**src/rtl/pipe_hazard_ctrl_pkg.sv**
```systemverilog
`default_nettype none
// ============================================================================
//  Module  : pipe_hazard_ctrl_pkg
//  Purpose : Shared definitions for the pipeline hazard controller: FSM state
//            encodings, ForwardE select codes, the PC (R15) address constant
//            and a small forwarding-priority helper.
//  Ports   : (package - none)
//  Rev     : 1.0  initial release
// ============================================================================
package pipe_hazard_ctrl_pkg;

  // Hazard controller FSM states
  typedef enum logic [1:0] {
    ST_RUN     = 2'd0,
    ST_LDSTALL = 2'd1,
    ST_PCWAIT  = 2'd2
  } hz_state_t;

  // ForwardE codes for one source operand
  localparam logic [1:0] c_FWD_RF = 2'b00;   // operand from register file
  localparam logic [1:0] c_FWD_W  = 2'b01;   // operand from writeback result
  localparam logic [1:0] c_FWD_M  = 2'b10;   // operand from memory-stage result

  // The PC register is the all-ones address; modules slice this to REG_AW
  localparam logic [31:0] c_R15_ALL_ONES = 32'hFFFF_FFFF;

  // Width of the load-use down-counter (LOAD_LAT is at most 7)
  localparam int unsigned c_LDCNT_W = 3;

  // M-stage result is younger than W-stage, so it takes priority
  function automatic logic [1:0] fwd_select(input logic hit_m, input logic hit_w);
    logic [1:0] sel;
    sel = c_FWD_RF;
    if (hit_m) begin
      sel = c_FWD_M;
    end else if (hit_w) begin
      sel = c_FWD_W;
    end
    return sel;
  endfunction

endpackage
`default_nettype wire

```
**src/rtl/pipe_hazard_ctrl_hazard_match.sv**
```systemverilog
`default_nettype none
// ============================================================================
//  Module  : hazard_match
//  Purpose : Compares one source register address against the destination
//            addresses of the E, M and W stages. A hit requires the stage's
//            write-enable and is never reported for the PC (all-ones) address.
//  Ports   : i_ra                 source address
//            i_wa_e/i_wa_m/i_wa_w destination address per stage
//            i_we_e/i_we_m/i_we_w destination valid per stage
//            o_hit_e/o_hit_m/o_hit_w  per-stage match flags
//  Rev     : 1.0  initial release
// ============================================================================
module hazard_match
  import pipe_hazard_ctrl_pkg::*;
#(
  parameter int REG_AW = 4
) (
  input  logic [REG_AW-1:0] i_ra,
  input  logic [REG_AW-1:0] i_wa_e,
  input  logic [REG_AW-1:0] i_wa_m,
  input  logic [REG_AW-1:0] i_wa_w,
  input  logic              i_we_e,
  input  logic              i_we_m,
  input  logic              i_we_w,
  output logic              o_hit_e,
  output logic              o_hit_m,
  output logic              o_hit_w
);

  localparam logic [REG_AW-1:0] c_PC_ADDR = c_R15_ALL_ONES[REG_AW-1:0];

  // PC reads are supplied by the fetch path, never by a hazard bypass
  logic w_src_ok;
  assign w_src_ok = (i_ra != c_PC_ADDR);

  assign o_hit_e = w_src_ok & i_we_e & (i_ra == i_wa_e);
  assign o_hit_m = w_src_ok & i_we_m & (i_ra == i_wa_m);
  assign o_hit_w = w_src_ok & i_we_w & (i_ra == i_wa_w);

endmodule
`default_nettype wire

```
**src/rtl/pipe_hazard_ctrl.sv**
```systemverilog
`default_nettype none
// ============================================================================
//  Module  : pipe_hazard_ctrl
//  Purpose : Hazard unit for a 5-stage pipeline. Generates operand forwarding
//            selects, load-use / interlock stalls, PC-write fetch stalls and
//            branch / PC-write flushes, and counts decode-stall cycles.
//  Ports   : clk          clock, rising edge
//            reset        asynchronous active-low reset
//            RA_D / RA_E  packed source addresses, decode / execute stage
//            WA_E/M/W     destination address per stage
//            RegWriteE/M/W destination valid per stage
//            MemtoRegE    execute-stage instruction is a load
//            PCSrcD/E/M/W stage instruction writes the PC
//            BranchTakenE branch resolved taken in execute
//            ForwardE     2-bit forward select per source (00 RF, 01 W, 10 M)
//            StallF/StallD/FlushD/FlushE  pipeline control
//            StallCount   saturating count of StallD cycles
//  Rev     : 1.0  initial release
// ============================================================================
module pipe_hazard_ctrl
  import pipe_hazard_ctrl_pkg::*;
#(
  parameter int NUM_SRC  = 3,
  parameter int REG_AW   = 4,
  parameter int LOAD_LAT = 1,
  parameter int FWD_EN   = 1
) (
  input  logic                      clk,
  input  logic                      reset,
  input  logic [NUM_SRC*REG_AW-1:0] RA_D,
  input  logic [NUM_SRC*REG_AW-1:0] RA_E,
  input  logic [REG_AW-1:0]         WA_E,
  input  logic [REG_AW-1:0]         WA_M,
  input  logic [REG_AW-1:0]         WA_W,
  input  logic                      RegWriteE,
  input  logic                      RegWriteM,
  input  logic                      RegWriteW,
  input  logic                      MemtoRegE,
  input  logic                      PCSrcD,
  input  logic                      PCSrcE,
  input  logic                      PCSrcM,
  input  logic                      PCSrcW,
  input  logic                      BranchTakenE,
  output logic [NUM_SRC*2-1:0]      ForwardE,
  output logic                      StallF,
  output logic                      StallD,
  output logic                      FlushD,
  output logic                      FlushE,
  output logic [31:0]               StallCount
);

  localparam logic [c_LDCNT_W-1:0] c_LD_INIT = c_LDCNT_W'(LOAD_LAT - 1);

  // --------------------------------------------------------------------------
  // Address comparators: one per source for the decode group and one per
  // source for the execute group.
  // --------------------------------------------------------------------------
  logic [NUM_SRC-1:0] w_d_hit_e;
  logic [NUM_SRC-1:0] w_d_hit_m;
  logic [NUM_SRC-1:0] w_d_hit_w;
  logic [NUM_SRC-1:0] w_e_hit_m;
  logic [NUM_SRC-1:0] w_e_hit_w;
  logic [NUM_SRC-1:0] w_unused_e_hit_e;

  for (genvar gi = 0; gi < NUM_SRC; gi++) begin : g_src
    hazard_match #(
      .REG_AW (REG_AW)
    ) u_match_d (
      .i_ra    (RA_D[gi*REG_AW +: REG_AW]),
      .i_wa_e  (WA_E),
      .i_wa_m  (WA_M),
      .i_wa_w  (WA_W),
      .i_we_e  (RegWriteE),
      .i_we_m  (RegWriteM),
      .i_we_w  (RegWriteW),
      .o_hit_e (w_d_hit_e[gi]),
      .o_hit_m (w_d_hit_m[gi]),
      .o_hit_w (w_d_hit_w[gi])
    );

    hazard_match #(
      .REG_AW (REG_AW)
    ) u_match_e (
      .i_ra    (RA_E[gi*REG_AW +: REG_AW]),
      .i_wa_e  (WA_E),
      .i_wa_m  (WA_M),
      .i_wa_w  (WA_W),
      .i_we_e  (RegWriteE),
      .i_we_m  (RegWriteM),
      .i_we_w  (RegWriteW),
      .o_hit_e (w_unused_e_hit_e[gi]),
      .o_hit_m (w_e_hit_m[gi]),
      .o_hit_w (w_e_hit_w[gi])
    );
  end

  // --------------------------------------------------------------------------
  // Forwarding selects
  // --------------------------------------------------------------------------
  logic [NUM_SRC*2-1:0] w_fwd;

  if (FWD_EN != 0) begin : g_fwd
    always_comb begin
      w_fwd = '0;
      for (int i = 0; i < NUM_SRC; i++) begin
        w_fwd[2*i +: 2] = fwd_select(w_e_hit_m[i], w_e_hit_w[i]);
      end
    end
  end else begin : g_nofwd
    // Interlock-only: operands always come from the register file
    logic w_unused_fwd;
    assign w_unused_fwd = ^{w_e_hit_m, w_e_hit_w};
    assign w_fwd        = '0;
  end

  // --------------------------------------------------------------------------
  // Hazard detection
  // --------------------------------------------------------------------------
  hz_state_t            r_state;
  logic [c_LDCNT_W-1:0] r_ld_cnt;
  logic [31:0]          r_stall_cnt;

  logic w_ld_hit;      // load in E feeds a source in D
  logic w_interlock;   // any RAW dependency, used when there is no bypass
  logic w_ld_active;   // extra load-latency cycles still pending
  logic w_ld_stall;    // combined data-hazard stall request
  logic w_pc_dem;      // PC write still in flight ahead of writeback
  logic w_pc_any;
  logic w_flush_d;
  logic w_stall_d;

  assign w_ld_hit    = MemtoRegE & (|w_d_hit_e);
  assign w_interlock = (FWD_EN == 0) ? (|(w_d_hit_e | w_d_hit_m | w_d_hit_w)) : 1'b0;
  assign w_ld_active = (r_state == ST_LDSTALL) && (r_ld_cnt != '0);

  // A taken branch squashes the dependent instruction, so no stall is needed
  assign w_ld_stall  = (w_ld_hit | w_ld_active | w_interlock) & ~BranchTakenE;

  assign w_pc_dem    = PCSrcD | PCSrcE | PCSrcM;
  assign w_pc_any    = w_pc_dem | PCSrcW;
  assign w_flush_d   = w_pc_any | BranchTakenE;

  // Flushing D dominates stalling it: the stalled instruction is discarded
  assign w_stall_d   = w_ld_stall & ~w_flush_d;

  // Outputs are forced quiet while reset is held, independent of the inputs
  assign StallF      = reset & (w_ld_stall | w_pc_dem);
  assign StallD      = reset & w_stall_d;
  assign FlushD      = reset & w_flush_d;
  assign FlushE      = reset & (w_ld_stall | BranchTakenE);
  assign ForwardE    = reset ? w_fwd : '0;
  assign StallCount  = r_stall_cnt;

  // --------------------------------------------------------------------------
  // Control FSM: branch > PC write > load-use
  // --------------------------------------------------------------------------
  always_ff @(posedge clk or negedge reset) begin
    if (!reset) begin
      r_state  <= ST_RUN;
      r_ld_cnt <= '0;
    end else if (BranchTakenE) begin
      r_state  <= ST_RUN;
      r_ld_cnt <= '0;
    end else begin
      case (r_state)
        ST_RUN: begin
          if (w_pc_dem) begin
            r_state <= ST_PCWAIT;
          end else if (w_ld_hit && (LOAD_LAT > 1)) begin
            r_state  <= ST_LDSTALL;
            r_ld_cnt <= c_LD_INIT;
          end
        end
        ST_LDSTALL: begin
          if (w_pc_dem) begin
            r_state  <= ST_PCWAIT;
            r_ld_cnt <= '0;
          end else if (r_ld_cnt <= c_LDCNT_W'(1)) begin
            r_state  <= ST_RUN;
            r_ld_cnt <= '0;
          end else begin
            r_ld_cnt <= r_ld_cnt - c_LDCNT_W'(1);
          end
        end
        ST_PCWAIT: begin
          // Leave once the PC write has retired and nothing newer follows it
          if (PCSrcW && !w_pc_dem) begin
            r_state <= ST_RUN;
          end
        end
        default: begin
          r_state  <= ST_RUN;
          r_ld_cnt <= '0;
        end
      endcase
    end
  end

  // --------------------------------------------------------------------------
  // Saturating decode-stall counter
  // --------------------------------------------------------------------------
  always_ff @(posedge clk or negedge reset) begin
    if (!reset) begin
      r_stall_cnt <= '0;
    end else if (w_stall_d && (r_stall_cnt != 32'hFFFF_FFFF)) begin
      r_stall_cnt <= r_stall_cnt + 32'd1;
    end
  end

endmodule
`default_nettype wire

```
**config.mk**
```make
export PLATFORM = sky130hd
export DESIGN_NAME = pipe_hazard_ctrl
export DESIGN_NICKNAME = d
export VERILOG_FILES = /design/src/rtl/pipe_hazard_ctrl_pkg.sv /design/src/rtl/pipe_hazard_ctrl_hazard_match.sv /design/src/rtl/pipe_hazard_ctrl.sv
export SDC_FILE = /design/constraint.sdc
export NUM_CORES = 1
export LEC_CHECK = 0
export BUFFER_PORTS_ARGS = -buffer_cell sky130_fd_sc_hd__clkbuf_2
export CORE_MARGIN = 4
export CORE_UTILIZATION = 50
export DETAILED_ROUTE_END_ITERATION = 8
export MAX_ROUTING_LAYER = met4
export PLACE_DENSITY_LB_ADDON = 0.15
export SKIP_CTS_REPAIR_TIMING = 1
export SLEW_MARGIN = 20
export SYNTH_ARGS = -nofsm -noshare
export SYNTH_HDL_FRONTEND = slang
export SYNTH_SLANG_ARGS = --single-unit
```
**constraint.sdc**
```tcl
create_clock -name clk -period 4.8 [get_ports clk]
set_clock_uncertainty 0.15 [all_clocks]
set_input_delay 0.96 -clock clk [delete_from_list [all_inputs] [get_ports clk]]
set_output_delay 0.96 -clock clk [all_outputs]
set_load 0.03 [all_outputs]
```
**Yosys cells after proc, flatten, opt, wreduce, memory -nomap -nowiden**

Index checks and enable logic that the tools add are counted.

- Register bits: 37
- Input port bits: 47
- Output and inout port bits: 42

- $add $sub $neg: 2
- Order comparisons: 1
- Eq/ne operators: 22
- Mux-type cells: 17
- Bitwise gates (word level): 34
- Reduce and logical (&&, ||, !) cells: 9

Operators with widths:

| cell | count |
|---|---|
| equality test 4 bit | 9 |
| adder 32 x 1 -> 32 bit (second input constant) | 1 |
| != test 32 bit (second input constant) | 1 |
| AND 1 bit | 25 |
| != test 4 bit (second input constant) | 6 |
| two-way mux 2 bit | 8 |
| two-way mux 3 bit | 3 |
| bitwise OR 1 bit | 7 |
| two-way mux 6 bit | 1 |
| != test 3 bit (second input constant) | 2 |
| one-hot mux 2 bit (3 select lines) | 1 |
| one-hot mux 3 bit (2 select lines) | 1 |
| != test 4 x 3 -> 1 bit (second input constant) | 1 |
| <= comparator 3 x 1 -> 1 bit (second input constant) | 1 |
| logical AND 1 bit | 3 |
| two-way mux 1 bit | 3 |
| AND reduction 3 bit | 1 |
| nonzero test 3 bit | 1 |
| OR reduction 3 bit | 1 |
| subtractor 3 x 1 -> 3 bit (second input constant) | 1 |
| equality test 2 x 1 -> 1 bit (second input constant) | 1 |
| equality test 2 bit (second input constant) | 1 |
| logical NOT 2 bit | 1 |
| != test 2 x 1 -> 1 bit (second input constant) | 1 |
| other kinds (3) | 4 |

**Depth between registers and ports, before layout**

Gate-level depths: netlist of the first run.

- Depth in word-level cells: 9
- Depth in mapped cells: 8
- Gate-level depth less buffers: 7

**Modules after synthesis**

A second synthesis of the first run with hierarchy kept.

- Cell total of the unflattened synthesis: 321
- Area total of the unflattened synthesis: 2850.2 um^2

By module, submodules not included:

| module | instances | cells each | area each (um^2) | sequential area each (um^2) |
|---|---|---|---|---|
| pipe_hazard_ctrl | 1 | 171 | 1731.7 | 800.8 |
| hazard_match | 6 | 25 | 186.4 | 0.0 |

**Worst setup path before layout of the first run**

Ideal clock, no wire load.

- Path kind: in2out
- Start: input PCSrcE
- End: output StallD
- Arrival: 2.313 ns
- Path slack: 1.377 ns
- Stages: 4
- Cells stage by stage: or3_4 or3_4 nor3b_4 o31a_1

- Longest elaborated chain between the ends: 7

RTL lines:

| what | RTL line | RTL |
|---|---|---|
| start: declaration | pipe_hazard_ctrl.sv:40 | `input logic PCSrcE,` |
| bitwise OR 1 bit (2 in series) | pipe_hazard_ctrl.sv:139 | `assign w_pc_dem = PCSrcD \| PCSrcE \| PCSrcM;` |
| bitwise OR 1 bit | pipe_hazard_ctrl.sv:140 | `assign w_pc_any = w_pc_dem \| PCSrcW;` |
| bitwise OR 1 bit | pipe_hazard_ctrl.sv:141 | `assign w_flush_d = w_pc_any \| BranchTakenE;` |
| NOT 1 bit | pipe_hazard_ctrl.sv:144 | `assign w_stall_d = w_ld_stall & ~w_flush_d;` |
| AND 1 bit | pipe_hazard_ctrl.sv:144 |  |
| AND 1 bit | pipe_hazard_ctrl.sv:148 | `assign StallD = reset & w_stall_d;` |
| end: declaration | pipe_hazard_ctrl.sv:46 | `output logic StallD,` |

Every way passes these cells.

**Worst setup path after layout of the first run**

Ends and elaborated chain as after synthesis.

==> metrics.txt, run 1 <==
result of the run finished, final reports clean; Pre-antenna DRT Iters 4; Final Total Pwr 613 µW; Setup CP Type primary input to output port; TritonCTS clock tree done; cell types occupying the most area after synthesis sky130_fd_sc_hd__dfrtp_1, sky130_fd_sc_hd__xor2_1, sky130_fd_sc_hd__nand3_1; CTS clock-pin slew for the worst setup and hold paths 0.06 ns; area of placed instances 2750 µm²; data arrival time of the worst path 2.45 ns; growth of design area from synthesis to finish 26.7%; worst skew pair latency 0.29 ns; aggregate global routing overflow 0; Non-Filler Instances 389; wire length reported by the detailed router 5330 µm; peak supply drop 135 µV; ant diodes 0; routability congestion estimate 0.797; initial core utilization 51.8%; drt wl/cell 13.7 µm; H-tree depth 2; antenna violation net count after detailed routing 0; TritonCTS Sinks 32; Clock Tree Root sky130_fd_sc_hd__clkbuf_8; final number of hold-violating endpoints 0; DP HPWL 4220 µm; cell with the most instances after synthesis sky130_fd_sc_hd__xor2_1; post-synthesis instance total 244; height of the die 75.2 µm; kind of start point of the critical path primary input; top-area cell type share of the netlist area 35.5%; horizontal die dimension 75.2 µm; critical path peak fanout 4; post-synthesis area per instance 9.24 µm²; FF-to-FF setup slack 1.75 ns; wire length of the first global-routing pass 8560 µm; Final Slew Violations 0; number of buffers on the longest clock path 2; Setup-failing EPs final 0; net count after synthesis 292; post-detailed-route via-to-cell ratio 5.40; pwr/cell area 214 nW/µm²; number of buffers inserted during clock tree synthesis 5; Total Routing Usage GR 20.0%; number of nets in the layout 384; unrepaired setup endpoints after global routing no; predominant post-synthesis flop cell sky130_fd_sc_hd__dfrtp_1; Hold Path Class register to register; die area 5650 µm²; Data required, critical path 3.69 ns; count of input and output buffers 88; Fill cells 398; minimum period implied by the final worst setup slack 3.56 ns; number of antenna violations at the first check in global routing 0; final cycle utilization of the critical path 74.2%; static power due to leakage 0.00149 µW; capturing element type of the critical path output port; upper clock frequency limit 0.281 GHz; max reg flops 32; number of violations of the max-capacitance limit 0; flip-flop and latch area 801 µm²; cell type with the highest aggregate area in the netlist sky130_fd_sc_hd__dfrtp_1; multi-input combinational cell area 1410 µm²; Seq/Total Area, Yosys 35.5%; FF+latch count, synth 32; final instance area 2860 µm²; setup TNS after final layout 0 ns; number of warning messages in the yosys log 0; core area 4350 µm²; relative slew slack 54.4%; Commonest cells post-synth sky130_fd_sc_hd__xor2_1, sky130_fd_sc_hd__dfrtp_1, sky130_fd_sc_hd__nand3_1; via count of the first global-routing pass 1922; pin count of the biggest net entering global routing 40; number of standard-cell rows in the floorplan 24; placed instance count 381; violation count after the first detailed-routing iteration 100; via count 2102; slew of the pin with the lowest slew margin 0.680 ns; share of final-layout standard cells stronger than drive strength 1 34.1%; number of unique standard cell types used by synthesis 38; number of ports placed on the die boundary 89; netlist area before placement 2250 µm²; number of enable-type register cells in the synthesized netlist 0; share of async-settable or async-resettable flops after synthesis 100%; DRC Markers 0
==> stage by stage <==
| step | setup slack (ns) | utilization [%] | hold slack (ns) |
|---|---|---|---|
| after floorplan | 1.38 | - | 0.508 |
| after global placement | 1.26 | 63.1 | 0.321 |
| after detailed placement | 1.23 | 63.1 | 0.328 |
| after CTS | 1.23 | 65.6 | 0.337 |
| after global routing | 1.20 | 65.6 | 0.360 |
| final | 1.24 | 65.6 | 0.329 |
==> worst max-delay path: stages <==
cell	delay [ns]
sky130_fd_sc_hd__clkbuf_2	0.08
sky130_fd_sc_hd__or3_4	0.38
sky130_fd_sc_hd__or3_4	0.38
sky130_fd_sc_hd__nor3b_4	0.29
sky130_fd_sc_hd__o31a_1	0.16
sky130_fd_sc_hd__clkbuf_2	0.20
==> layout make-up <==
class,count,share of cell area [%]
inverter,3,0.394
clock buffer,5,2.41
multi-input combinational,204,49.5
timing repair buffer,90,15.9
tap,52,2.28
clock inverter,3,1.49
sequential,32,28.0
==> cells by family (layout without fill, tap and decap cells) <==
kind of cell / Yosys count / in the layout / synth area share (%)
multiplexers: 1 / 1 / 0.499
buffers and inverters: 8 / 101 / 1.77
AO/OA/AOI/OAI: 15 / 15 / 5.05
adder cells (fa/ha/maj): 1 / 1 / 0.555
AND/OR/NAND/NOR: 127 / 127 / 33.3
flip-flops: 32 / 32 / 35.5
XOR/XNOR: 60 / 60 / 23.3
==> path summary, 6_finish.rpt <==
path / to / start / cells after the start
setup / recovery: StallD / PCSrcE / 6
hold / removal: StallCount[10] / StallCount[10] / 1
setup reg to reg: StallCount[1] / StallCount[0] / 7
hold reg to reg: StallCount[10] / StallCount[10] / 1
max in group asynchronous: StallCount[26] / reset / 2
min in group asynchronous: StallCount[12] / reset / 2
==> metal layers <==
layer	up-vias	global-route usage [%]	routed length, µm
li1	1053	-	-
met1	987	25.2	2450
met2	55	33.0	2530
met3	7	4.54	301
met4	0	4.66	53
met5	-	-	0
==> layout by cell type (no fill, tap or decap), types with 2 or more instances in the layout <==
cell,Yosys,routed
sky130_fd_sc_hd__inv_1,3,3
sky130_fd_sc_hd__clkbuf_2,1,88
sky130_fd_sc_hd__xor2_1,45,45
sky130_fd_sc_hd__clkbuf_8,0,5
sky130_fd_sc_hd__or3_4,2,2
sky130_fd_sc_hd__nor3_2,9,9
sky130_fd_sc_hd__dfrtp_1,32,32
sky130_fd_sc_hd__and4_1,8,8
sky130_fd_sc_hd__nand2_1,18,18
sky130_fd_sc_hd__and3_1,6,6
sky130_fd_sc_hd__nand3_1,27,27
sky130_fd_sc_hd__nor2_1,19,19
sky130_fd_sc_hd__and2_1,7,7
sky130_fd_sc_hd__xnor2_1,15,15
sky130_fd_sc_hd__o31a_1,2,2
sky130_fd_sc_hd__nand4_1,8,8
sky130_fd_sc_hd__nor3_1,11,11
sky130_fd_sc_hd__buf_4,0,2
sky130_fd_sc_hd__o21ai_0,7,7
sky130_fd_sc_hd__nor4_1,4,4
==> power breakdown <==
group	internal [µW]	switching [µW]	leakage (µW)
combinational	36.9	47.7	0.000985
clock	153	103	0.0000541
sequential	271	1.49	0.000447
Note: power is estimated with default switching activity, not from simulation.
==> run 2, diff against run 1 <==
CORE_UTILIZATION = 49   (was 50)
clock period = 3.65 ns   (was 4.8 ns; I/O delays follow)
==> metrics.txt, run 2 (synthesized netlist as in run 1, its figures left out) <==
core area 4410 µm² (+1.4%); number of standard-cell rows in the floorplan 24 (unchanged); data arrival time of the worst path 2.22 ns (-0.23 ns); number of violations of the max-capacitance limit 0 (unchanged); Setup CP Type primary input to output port; worst skew pair latency 0.29 ns (about the same); number of antenna violations at the first check in global routing 0 (unchanged); pin count of the biggest net entering global routing 23 (-43%); result of the run finished, final reports clean; DRC Markers 0 (unchanged); critical path peak fanout 4 (unchanged); routability congestion estimate 0.800 (+0.38%); TritonCTS clock tree done; drt wl/cell 13.4 µm (-2.1%); DP HPWL 4160 µm (-1.5%); Data required, critical path 2.77 ns (-0.92 ns); Final Slew Violations 0 (unchanged); slowest stage cell on the critical path sky130_fd_sc_hd__or3_4; violation count after the first detailed-routing iteration 115 (+15%); most frequent cells in the layout sky130_fd_sc_hd__clkbuf_2, sky130_fd_sc_hd__xor2_1, sky130_fd_sc_hd__dfrtp_1, sky130_fd_sc_hd__nand3_1, sky130_fd_sc_hd__nor2_1; peak supply drop 233 µV (+73%); TritonCTS Sinks 32 (unchanged); capturing element type of the critical path output port; count of input and output buffers 88 (unchanged); minimum period implied by the final worst setup slack 3.10 ns; relative slew slack 38.5% (-16 points); Total Routing Usage GR 20.1% (+0.056 points); horizontal die dimension 75.8 µm (+0.91%); final cycle utilization of the critical path 85.0%; via count of the first global-routing pass 1901 (-1.1%); H-tree depth 2 (unchanged); Clock Tree Root sky130_fd_sc_hd__clkbuf_8; list of cells traversed by the critical path clkbuf_2, or3_4, or3_4, nor3b_4, o31a_1, clkbuf_2; number of ports placed on the die boundary 89 (unchanged); die area 5750 µm² (+1.8%); number of buffers on the longest clock path 2 (unchanged); stage delay of the slowest cell on the critical path 0.38 ns (about the same); unrepaired setup endpoints after global routing no; share of final-layout standard cells stronger than drive strength 1 34.0% (-0.10 points); slew of the pin with the lowest slew margin 0.923 ns (+0.243 ns); wire length reported by the detailed router 5230 µm (-1.9%); upper clock frequency limit 0.322 GHz; Pre-antenna DRT Iters 4 (unchanged); ant diodes 0 (unchanged); Hold Path Class primary input to async pin; number of nets in the layout 385 (+0.26%); max reg flops 32 (unchanged); smallest setup slack after layout 0.546 ns (-0.691 ns); aggregate global routing overflow 0 (unchanged); growth of design area from synthesis to finish 26.9%; number of buffers inserted during clock tree synthesis 5 (unchanged); Setup-failing EPs final 0 (unchanged); post-detailed-route via-to-cell ratio 5.35 (-1.1%); cell family with most CP delay simple AND/OR/NAND/NOR gates; wire length of the first global-routing pass 8630 µm (+0.81%); CTS clock-pin slew for the worst setup and hold paths 0.07 ns (about the same); most common cell after layout, fill and taps aside sky130_fd_sc_hd__clkbuf_2; kind of start point of the critical path primary input; setup TNS after final layout 0 ns (unchanged); via count 2085 (-0.81%); final number of hold-violating endpoints 0 (unchanged); antenna violation net count after detailed routing 0 (unchanged); static power due to leakage 0.00149 µW (+0.44%); initial core utilization 51.1% (-0.70 points); height of the die 75.8 µm (+0.91%); pwr/cell area 281 nW/µm² (+31%); Critical path buffers and inverters 2 (unchanged); Post-Place Setup Slack 0.537 ns (-0.694 ns)
run 2: changes by cell type in the layout (fill, tap and decap cells not counted), sizes merged:
cell,before,now
buf,2,3
clkinvlp,1,0
clkbuf,93,94
run 2: area by class of cell:
| cell class | instances | area [µm²] |
|---|---|---|
| Sequential cell | 32 | 801 |
| Multi-Input combinational cell | 204 | 1410 |
| Clock buffer | 6 | 72.6 |
| Tap cell | 52 | 65.1 |
| Inverter | 3 | 11.3 |
| Clock inverter | 2 | 35.0 |
| Fill cell | 408 | 1550 |
| Timing Repair Buffer | 91 | 463 |
run 2: layer usage:
metal	global-route usage, %	wire length, µm
met3	5.54	337
met2	30.7	2450
met5	-	0
met4	5.24	58
met1	26.2	2380
run 2: path summary, 6_finish.rpt:
path	start	endpoint	slack (ns)	cells past startpoint
min	reset	StallCount[25]	0.23	1
min in group clk	StallCount[10]	StallCount[10]	0.33	1
max in group asynchronous	reset	StallCount[10]	2.48	2
max	PCSrcE	StallD	0.55	6
min reg2reg	StallCount[10]	StallCount[10]	0.33	1
max reg2reg	StallCount[0]	StallCount[14]	0.99	9
run 2: per-stage QoR:
stage               power, µW  area (µm²)  util, %  hold WS (ns)  cells
global placement          475        2750     62.4         0.323    382
floorplan                 417        2250        -         0.284    244
global route              846        2860     64.8         0.234    390
detailed placement        476        2750     62.4         0.324    382
finish                    803        2860     64.8         0.230    390
CTS                       815        2860     64.8         0.231    390
run 2: where the power goes:
group | internal, µW | switching, µW | total (µW)
sequential | 356 | 1.96 | 358
clock | 202 | 132 | 334
combinational | 48.5 | 62.3 | 111
